[src/rtl/mem_wb_stage.sv]
// mem_wb_stage: MEM/WB pipeline register with writeback data select and saturating retire counter.
// Define MEM_WB_FWD_EN to add the fwd_en/fwd_reg/fwd_data forwarding outputs.
module mem_wb_stage #(
    parameter int CNT_W = 32
) (
    input  logic             clk,
    input  logic             reset,
    input  logic             stall,
    input  logic             flush,
    input  logic             in_valid,
    input  logic             MemtoReg_in,
    input  logic             RegWrite_in,
    input  logic             ldurb_in,
    input  logic [4:0]       Rd_in,
    input  logic [63:0]      dm_address,
    input  logic [63:0]      dm_read_data,
    output logic             wb_valid,
    output logic             RegWrite_out,
    output logic [4:0]       wb_reg,
    output logic [63:0]      wb_data,
    output logic [CNT_W-1:0] retired
`ifdef MEM_WB_FWD_EN
    ,
    output logic             fwd_en,
    output logic [4:0]       fwd_reg,
    output logic [63:0]      fwd_data
`endif
);
    logic        valid, mtr, rw, ldurb;
    logic [4:0]  rd;
    logic [63:0] addr, rdata;
    logic        we;
    always_ff @(posedge clk or posedge reset) begin
        if (reset) begin
            valid   <= 1'b0;
            mtr     <= 1'b0;
            rw      <= 1'b0;
            ldurb   <= 1'b0;
            rd      <= '0;
            addr    <= '0;
            rdata   <= '0;
            retired <= '0;
        end else if (!stall) begin
            valid <= in_valid & ~flush;
            mtr   <= MemtoReg_in;
            rw    <= RegWrite_in;
            ldurb <= ldurb_in;
            rd    <= Rd_in;
            addr  <= dm_address;
            rdata <= dm_read_data;
            if (valid && retired != {CNT_W{1'b1}})
                retired <= retired + 1'b1;
        end
    end
    // X31 is XZR: never written
    assign we           = valid & rw & (rd != 5'd31);
    assign wb_valid     = valid;
    assign RegWrite_out = we & ~stall;
    assign wb_reg       = rd;
    assign wb_data      = mtr ? (ldurb ? {56'b0, rdata[7:0]} : rdata) : addr;
`ifdef MEM_WB_FWD_EN
    assign fwd_en   = we;
    assign fwd_reg  = rd;
    assign fwd_data = wb_data;
`endif
endmodule
[config.mk]
export PLATFORM = sky130hd
export DESIGN_NAME = mem_wb_stage
export DESIGN_NICKNAME = d
export VERILOG_FILES = /design/src/rtl/mem_wb_stage.sv
export SDC_FILE = /design/constraint.sdc
export NUM_CORES = 1
export LEC_CHECK = 0
export CAP_MARGIN = 40
export CORE_MARGIN = 2
export CORE_UTILIZATION = 47
export CTS_CLUSTER_SIZE = 30
export DETAILED_ROUTE_END_ITERATION = 16
export PLACE_DENSITY = 0.81
export SLEW_MARGIN = 20
export SYNTH_ARGS = -nofsm -noshare
export SYNTH_HDL_FRONTEND = slang
export SYNTH_SLANG_ARGS = --single-unit
[constraint.sdc]
create_clock -name clk -period 7.3 [get_ports clk]
set_clock_uncertainty 0.05 [all_clocks]
set_input_delay 2.19 -clock clk [delete_from_list [all_inputs] [get_ports clk]]
set_output_delay 2.19 -clock clk [all_outputs]
set_load 0.02 [all_outputs]
==> flow_summary_export.csv <==
group,metric,value,unit
clocking,clockRootBuffer,"clkbuf_16",
floorplanning,die_x,131,um
synthesis,syn-cell-area,7550,um^2
setup_path,r2r_slack,4.99,ns
clocking,cts_tree,"built",
global_route,grt_use_met3,0.0664,
min_path,worstHoldPathCells,1,
timing,tightest_slew,0.776,ns
min_path,hold_end,"rdata[5]$_DFFE_PP0N_",
setup_path,rr_startpoint,"retired[0]$_DFFE_PP0P_",
synthesis,ys_ff_latch,169,
cells_and_area,synthToLayoutAreaGrowth,43.3,%
global_route,grt_util_met2,0.356,
floorplanning,start_util,0.478,
cells_and_area,fillCellCount,1211,
floorplanning,io_pins,244,
routing,finalWirelength,18700,um
cells_and_area,final_cell_mix,"clkdlybuf4s50_1 (242), dfrtp_1 (168), mux2_2 (145)",
min_path,holdCritStartpoint,"rdata[5]$_DFFE_PP0N_",
place,dp_hpwl,12700,um
timing,fin_crit,5.74,ns
routing,drc,0,
outcome,status,"completed",
timing,fmax,174,MHz
setup_path,cpPeakStageDelay,0.65,ns
setup_path,cpLargestDelayFamily,"buffers and inverters",
timing,fin_crit_sh,0.786,
setup_path,critPathKind,"input pin to primary output",
cells_and_area,final_nets,1018,
setup_path,cp_cell_sequence,"buf_4 > nand2b_2 > a311oi_1 > clkdlybuf4s50_1",
synthesis,synth_top_family_by_area,"multiplexers",
global_route,grt_pass1_vias,5702,
floorplanning,die_area,17100,um^2
cells_and_area,final_common_cell,"clkdlybuf4s50_1",
cells_and_area,diodes,0,
routing,vias_per_cell,5.11,
synthesis,synthSimpleGateAreaFrac,0.0905,
place,routabilityCongestion,0.874,
setup_path,cp_num_buf_inv,2,
global_route,overflow,0,
timing,relSlewSlack,0.481,
timing,hold_viol,0,
timing,slew_violations,0,
routing,drt_iter0_markers,267,
synthesis,syn_area_per_cell,11.8,um^2
global_route,busiest_layer,"met2",
floorplanning,rows,46,
min_path,worst_hold_path_type,"register to register",
timing,setup_viol,0,
place,place_inst,1072,
synthesis,ys_types,36,
routing,first_pass_iters,4,
setup_path,path_max_fanout,4,
clocking,cts_sinks,169,
synthesis,synth_top_cells_by_area,"dfrtp_1 (56%), mux2_2 (22%), o21ai_0 (3.8%), nand2_1 (3.1%), inv_1 (3.0%)",
routing,wl_per_cell,16.9,um
cells_and_area,fin_util,0.685,
global_route,grt_pass1_wl,29000,um
timing,tns,0,ns
setup_path,cp_slowest_cell,"clkdlybuf4s50_1",
clocking,cts_resized,0,
synthesis,seq_area_frac_synth,0.560,
clocking,clock_latency,0.42,ns
global_route,grt_max_degree,79,
place,io_buffer_count,243,
synthesis,ys_warn_count,0,
routing,dr_total_vias,5646,
clocking,htreeDepth,4,
synthesis,synth_mux_area_frac,0.216,
cells_and_area,seqCellArea,4230,um^2
setup_path,rr_worst_depth,6,
global_route,met1_usage,0.274,
setup_path,startpoint_type,"input pin",
run,drv_cap,0,
global_route,grt_usage,0.221,
setup_path,end_kind,"primary output",
timing,rsz0062_at_grt,"no",
place,dp_slack,1.56,ns
floorplanning,die_h,131,um
power,ir_worst_vdd,0.000169,V
synthesis,synth_compound_area_frac,0.0509,
floorplanning,coreArea,15800,um^2
setup_path,regToRegEndpoint,"retired[24]$_DFFE_PP0P_",
clocking,holdBufCountCts,0,
cells_and_area,largest_registers,"addr: 64 flops, rdata: 64 flops, retired: 32 flops",
routing,antenna_left,0,
synthesis,synth.top_cell.area_share,0.560,
power,p_leak,4.59,nW
cells_and_area,multi_input_area,2960,um^2
synthesis,yosys.area.top_type,"dfrtp_1",
setup_path,crit_arrival,3.50,ns
synthesis,synth-xor-area-share,0.0313,
timing,timing.final.ws_setup,1.56,ns
synthesis,synthAdderAreaFrac,0.00166,
setup_path,cp_data_required_time,5.06,ns
cells_and_area,fin_cells,1104,
clocking,clk_pin_slew,0.06,ns
synthesis,synth_nets,780,
clocking,cts_made_buffers,17,
clocking,cts_setup_buffers,0,
power,p_per_area,231,nW/um^2
cells_and_area,drive_above_1_share,0.217,
synthesis,syn_inst,638,
clocking,cts_buffer_depth,2,
global_route,grt_antenna_before_repair,0,
through the flow:
step / power (mW) / hold WS (ns) / area [um^2]
floorplan: 1.36 / 0.424 / 7550
global placement: 1.61 / 0.430 / 10200
detailed placement: 1.63 / 0.438 / 10200
CTS: 2.53 / 0.453 / 10800
global route: 2.61 / 0.464 / 10800
finish: 2.50 / 0.451 / 10800
final cells by class:
class                           instances  area share
Clock buffer                           22      0.0439
Inverter                               61      0.0216
Sequential cell                       169       0.391
Timing Repair Buffer                  251       0.234
Clock inverter                          9      0.0106
Tap cell                              216      0.0250
Multi-Input combinational cell        376       0.273
power by group:
group | internal [mW] | switching (mW) | leakage, nW | total, mW
sequential | 1.02 | 0.0615 | 2.04 | 1.09
clock | 0.532 | 0.360 | 0.283 | 0.892
combinational | 0.284 | 0.239 | 2.27 | 0.523
synth_stat cells, drive strengths merged:
cell type / instances
nor4: 3
a41oi: 2
inv: 61
ha: 1
a21oi: 5
xnor2: 19
nand3b: 7
a311oi: 1
and3b: 1
nor2b: 1
a31oi: 3
nand4: 19
dfrtp: 169
and4: 4
mux2: 145
buf: 7
nand3: 12
clkbuf: 25
o311ai: 1
and3: 5
xor2: 8
or4: 1
nand2: 62
nand2b: 2
and2: 1
nor2: 8
o21ai: 57
nor3: 7
o211ai: 1
worst register-to-register path, cell delays in order, from the launching register on:
cell      delay (ns)
dfrtp_1         0.46
ha_1            0.29
nand2_1         0.15
nor4_4          0.50
o211ai_1        0.33
nor3_1          0.26
xor2_1          0.19
metal layers:
| layer | vias up | routed length, um |
|---|---|---|
| met1 | 2763 | 7730 |
| li1 | 2653 | - |
| met5 | - | 0 |
| met4 | 0 | 681 |
| met3 | 39 | 1420 |
| met2 | 191 | 8880 |
how the worst max path moves through the flow:
stage,from,end,slack [ns],depth (start not counted)
floorplan,reset,addr[0]$_DFFE_PP0N_,0.48,1
global placement,stall,RegWrite_out,1.56,4
detailed placement,stall,RegWrite_out,1.56,4
CTS,stall,RegWrite_out,1.56,4
global route,stall,RegWrite_out,1.55,4
finish,stall,RegWrite_out,1.56,4
kinds of logic after synthesis:
logic type / Yosys count
XOR/XNOR: 27
adder cells (fa/ha/maj): 1
multiplexers: 145
AO/OA/AOI/OAI: 70
AND/OR/NAND/NOR: 133
flip-flops: 169
buffers and inverters: 93
(Power assumes the default switching activity.)
==> edit 1, RTL diff (same flow settings) <==
The option `MEM_WB_FWD_EN` is turned on by a define.
--- a/src/rtl/mem_wb_stage.sv
+++ b/src/rtl/mem_wb_stage.sv
@@ -2,2 +2,4 @@
 // Define MEM_WB_FWD_EN to add the fwd_en/fwd_reg/fwd_data forwarding outputs.
+`define MEM_WB_FWD_EN
+
 module mem_wb_stage #(
Behaviour (old outputs only; new: fwd_data, fwd_en and fwd_reg): unchanged (equiv_simple and equiv_induct, registers matched by name and starting in step).
==> edit 1 against the original RTL <==
Sequential cell count did not move. Largest cell class unchanged. Setup slack improved by 0.35 ns. Highest routed layer unchanged. Area after synthesis rose by 6.9%. Critical path depth fell by 1. Synthesized cell count rose by 11%. Design area rose by 6.9%. Final cell count rose by 6.7%. Critical endpoint unchanged. Power rose by 11%. Routed wire length rose by 10%.
==> edit 1: results (changes against the original RTL) <==
[timing]
max_slew.worst_pin.slew_ns=0.798  ; +0.0221 ns
period_needed_ns=5.39  ; -0.345 ns
relSlewSlack=0.467  ; -0.0147

[cells_and_area]
fillers=1245  ; +2.8%
final_nets=1087  ; +6.8%
drive_gt1_frac=0.198  ; -0.0190
fin_cells=1178  ; +6.7%

[worst_setup_path]
timing.rr.start=wb_valid
cpPeakStageDelay_ns=0.61  ; -0.04 ns
cp.arrival_ns=3.15  ; -0.35 ns
crit_fanout=33  ; +29

[logic_synthesis]
muxShareOfSynthArea=0.201  ; -0.0154
syn_nets=849  ; +8.8%
synth_compound_area_frac=0.0470  ; -0.00391
synth_cell_types=33  ; -8.3%
synth-seq-area-share=0.524  ; -0.0362
synth-xor-area-share=0.0326  ; +0.00123
avgSynthCellArea_sq_um=11.4  ; -3.5%

[grt]
grt_pass1_wl_um=31900  ; +9.8%
grt_pass1_vias=5916  ; +3.8%
grt_max_degree=72  ; -8.9%

[worst_hold_path]
min_to=rdata[3]
min_from=rdata[3]

[power_and_ir_drop]
leakage_nw=4.90  ; +6.7%
internal_power_w=0.00202  ; +9.6%
ir_worst_vdd_v=0.000158  ; -6.6%

[detailed_routing]
wl_um=20700  ; +10%
drt_iter0_markers=274  ; +2.6%

[placed_design]
gp_congestion=0.852  ; -2.5%
place_ws_ns=1.91  ; +0.349 ns
hpwl_um=14700  ; +15%
place_area_sq_um=10900  ; +6.9%

[outcome]
status=finished, final reports clean

## edit 1: kinds of logic after synthesis
kind of cell / Yosys count
compound gates: 67
xor+xnor: 30
fa+ha+maj: 1
buf+inv: 159
flops: 169
mux: 144
simple gates: 137
## edit 1: layer usage
layer | wire length [um] | vias up | GRT usage
met5 | 0 | - | 0
met4 | 382 | 0 | 0.0816
met3 | 1440 | 26 | 0.0563
met2 | 10300 | 197 | 0.391
met1 | 8550 | 2883 | 0.281
li1 | - | 2778 | -
## edit 1: layout make-up
cell class                      instances  share of cell area
Inverter                               59              0.0196
Clock buffer                           21              0.0398
Clock inverter                         11              0.0168
Tap cell                              220              0.0238
Sequential cell                       169               0.366
Multi-Input combinational cell        379               0.259
Timing Repair Buffer                  319               0.275
## edit 1: power groups by stage
stage               Combinational (W)  Sequential, W  Clock, W
floorplan                    0.000413        0.00110         0
global placement             0.000703        0.00109         0
detailed placement           0.000712        0.00110         0
CTS                          0.000716        0.00108   0.00101
global route                 0.000753        0.00109   0.00105
finish                       0.000707        0.00108  0.000993
==> edit 2, RTL diff (same flow settings) <==
Made on the original files. Put one more register stage on the output `retired`. The value now appears one clock later. The other outputs are not delayed to match.
--- a/src/rtl/mem_wb_stage.sv
+++ b/src/rtl/mem_wb_stage.sv
@@ -28,2 +28,4 @@
 );
+
+    logic [CNT_W-1:0] retired_s0;
     logic        valid, mtr, rw, ldurb;
@@ -41,3 +43,3 @@
             rdata   <= '0;
-            retired <= '0;
+            retired_s0 <= '0;
         end else if (!stall) begin
@@ -50,4 +52,4 @@
             rdata <= dm_read_data;
-            if (valid && retired != {CNT_W{1'b1}})
-                retired <= retired + 1'b1;
+            if (valid && retired_s0 != {CNT_W{1'b1}})
+                retired_s0 <= retired_s0 + 1'b1;
         end
@@ -65,2 +67,6 @@
 `endif
+    always_ff @(posedge clk) begin
+        retired <= retired_s0;
+    end
+
 endmodule
Formal check against the unedited RTL: not equivalent (a bounded check fails within 4 cycles, from zero or initial values and one cycle with reset high).
==> edit 2 against the original RTL <==
Sequential cell count up 32. Non-clock buffer count unchanged. Synthesized cell count up 4.7%. Power up 14%. Routed wire length up 5.5%. Setup slack worse by 0.34 ns. First-iteration DRC count up 7.5%. Area after synthesis up 8.0%. Core utilization down 1.1 points. Design area up 6.8%. Critical path type unchanged.
==> edit 2: results (changes against the original RTL) <==
[clock_network]
htree_levels=1  ; -3
cts-buffers-inserted=21  ; +4
postCtsSetupBuffers=0  ; unchanged
clk_path_buf_depth=3  ; +1

[cells_and_area]
drive_gt1_frac=0.210  ; -0.00784
fillers=1266  ; +4.5%
final_nets=1055  ; +3.6%
reg_top3=addr x64, rdata x64

[logic_synthesis]
synth-seq-area-share=0.597  ; +0.0370
synth_common_cells=169 x dfrtp_1, 144 x mux2_2, 72 x nand2_1
synth_cell_types=31  ; -14%
synth-xor-area-share=0.0333  ; +0.00197
async_reset_ff_frac=0.841  ; -0.159
synthTopCellsByArea=dfrtp_1 52%, mux2_2 20%, dfxtp_1 7.9%
synth_compound_area_frac=0.0430  ; -0.00792
synthAdderAreaFrac=0.00154  ; -0.000123
syn_nets=810  ; +3.8%
muxShareOfSynthArea=0.199  ; -0.0174

[placed_design]
hpwl_um=13800  ; +8.4%
gp_congestion=0.789  ; -9.8%

[worst_setup_path]
timing.rr.start=retired_s0[2]
r2r_cells=5  ; -1
r2r_slack_ns=4.96  ; -0.03 ns
cp.arrival_ns=3.83  ; +0.33 ns
crit_fanout=79  ; +75
rr_endpoint=retired_s0[18]

[grt]
grt_util_met2=0.370  ; +0.0141
grt_max_degree=85  ; +7.6%
grt_util_met1=0.261  ; -0.0127
grt_pass1_wl_um=31300  ; +7.9%
grt_usage=0.216  ; -0.00506
gr-usage-met3=0.0737  ; +0.00733

[power_and_ir_drop]
leakage_nw=5.00  ; +8.8%
ir_worst_vdd_v=0.000207  ; +23%

[worst_hold_path]
min_from=retired_s0[31]
worstHoldPathCells=0  ; -1
hold_class=flop to flop
min_to=retired[31]

[detailed_routing]
vias_per_cell=5.04  ; -1.4%
post_drt_wl_per_cell_um=17.1  ; +1.2%
drt_iter0_markers=287  ; +7.5%

[timing]
relSlewSlack=0.462  ; -0.0193

[outcome]
status=finished, final reports clean

edit 2: cell types whose count changed in the layout (fill, tap and decap cells not counted), moves of 6 or more:
cell	unedited run	this run
nand4_1	19	7
xnor2_1	19	11
xor2_1	8	20
nand3b_1	7	1
nand2_1	62	72
dfxtp_1	0	32
edit 2: power breakdown:
part / total, W / switching [W] / internal, W / leakage [nW]
clock network: 0.00105 / 0.000428 / 0.000625 / 0.325
registers: 0.00127 / 0.0000650 / 0.00121 / 2.29
logic: 0.000527 / 0.000245 / 0.000282 / 2.39
total: 0.00285 / 0.000738 / 0.00212 / 5.00
edit 2: cell type report:
type	instances	area [sq um]	share of cell area
Clock buffer	28	572	0.0495
Inverter	62	238	0.0206
Multi-Input combinational cell	376	2950	0.255
Clock inverter	8	106	0.00921
Timing Repair Buffer	251	2530	0.219
Sequential cell	201	4870	0.422
Tap cell	225	282	0.0244
edit 2: per-stage QoR:
stage          area [sq um]  hold slack, ns  setup slack (ns)  instances  utilization
2_1_floorplan          8150           0.297             0.485        668            -
3_3_place_gp          10800           0.324              1.23       1112        0.631
3_5_place_dp          10800           0.329              1.18       1113        0.633
4_1_cts               11500           0.344              1.19       1149        0.673
5_1_grt               11500           0.357              1.06       1151        0.674
6_report              11500           0.347              1.23       1151        0.674
edit 2: metal layers:
| layer | wire (um) | vias up |
|---|---|---|
| met5 | 0 | - |
| met2 | 9820 | 216 |
| met1 | 7720 | 2824 |
| li1 | - | 2732 |
| met4 | 540 | 0 |
| met3 | 1660 | 32 |
edit 2: worst max-delay path, cell delays in order:
cell and delay (ns):
buf_6 0.29, nor2b_1 0.39, nand2_1 0.13, a31oi_1 0.17, clkdlybuf4s50_1 0.64
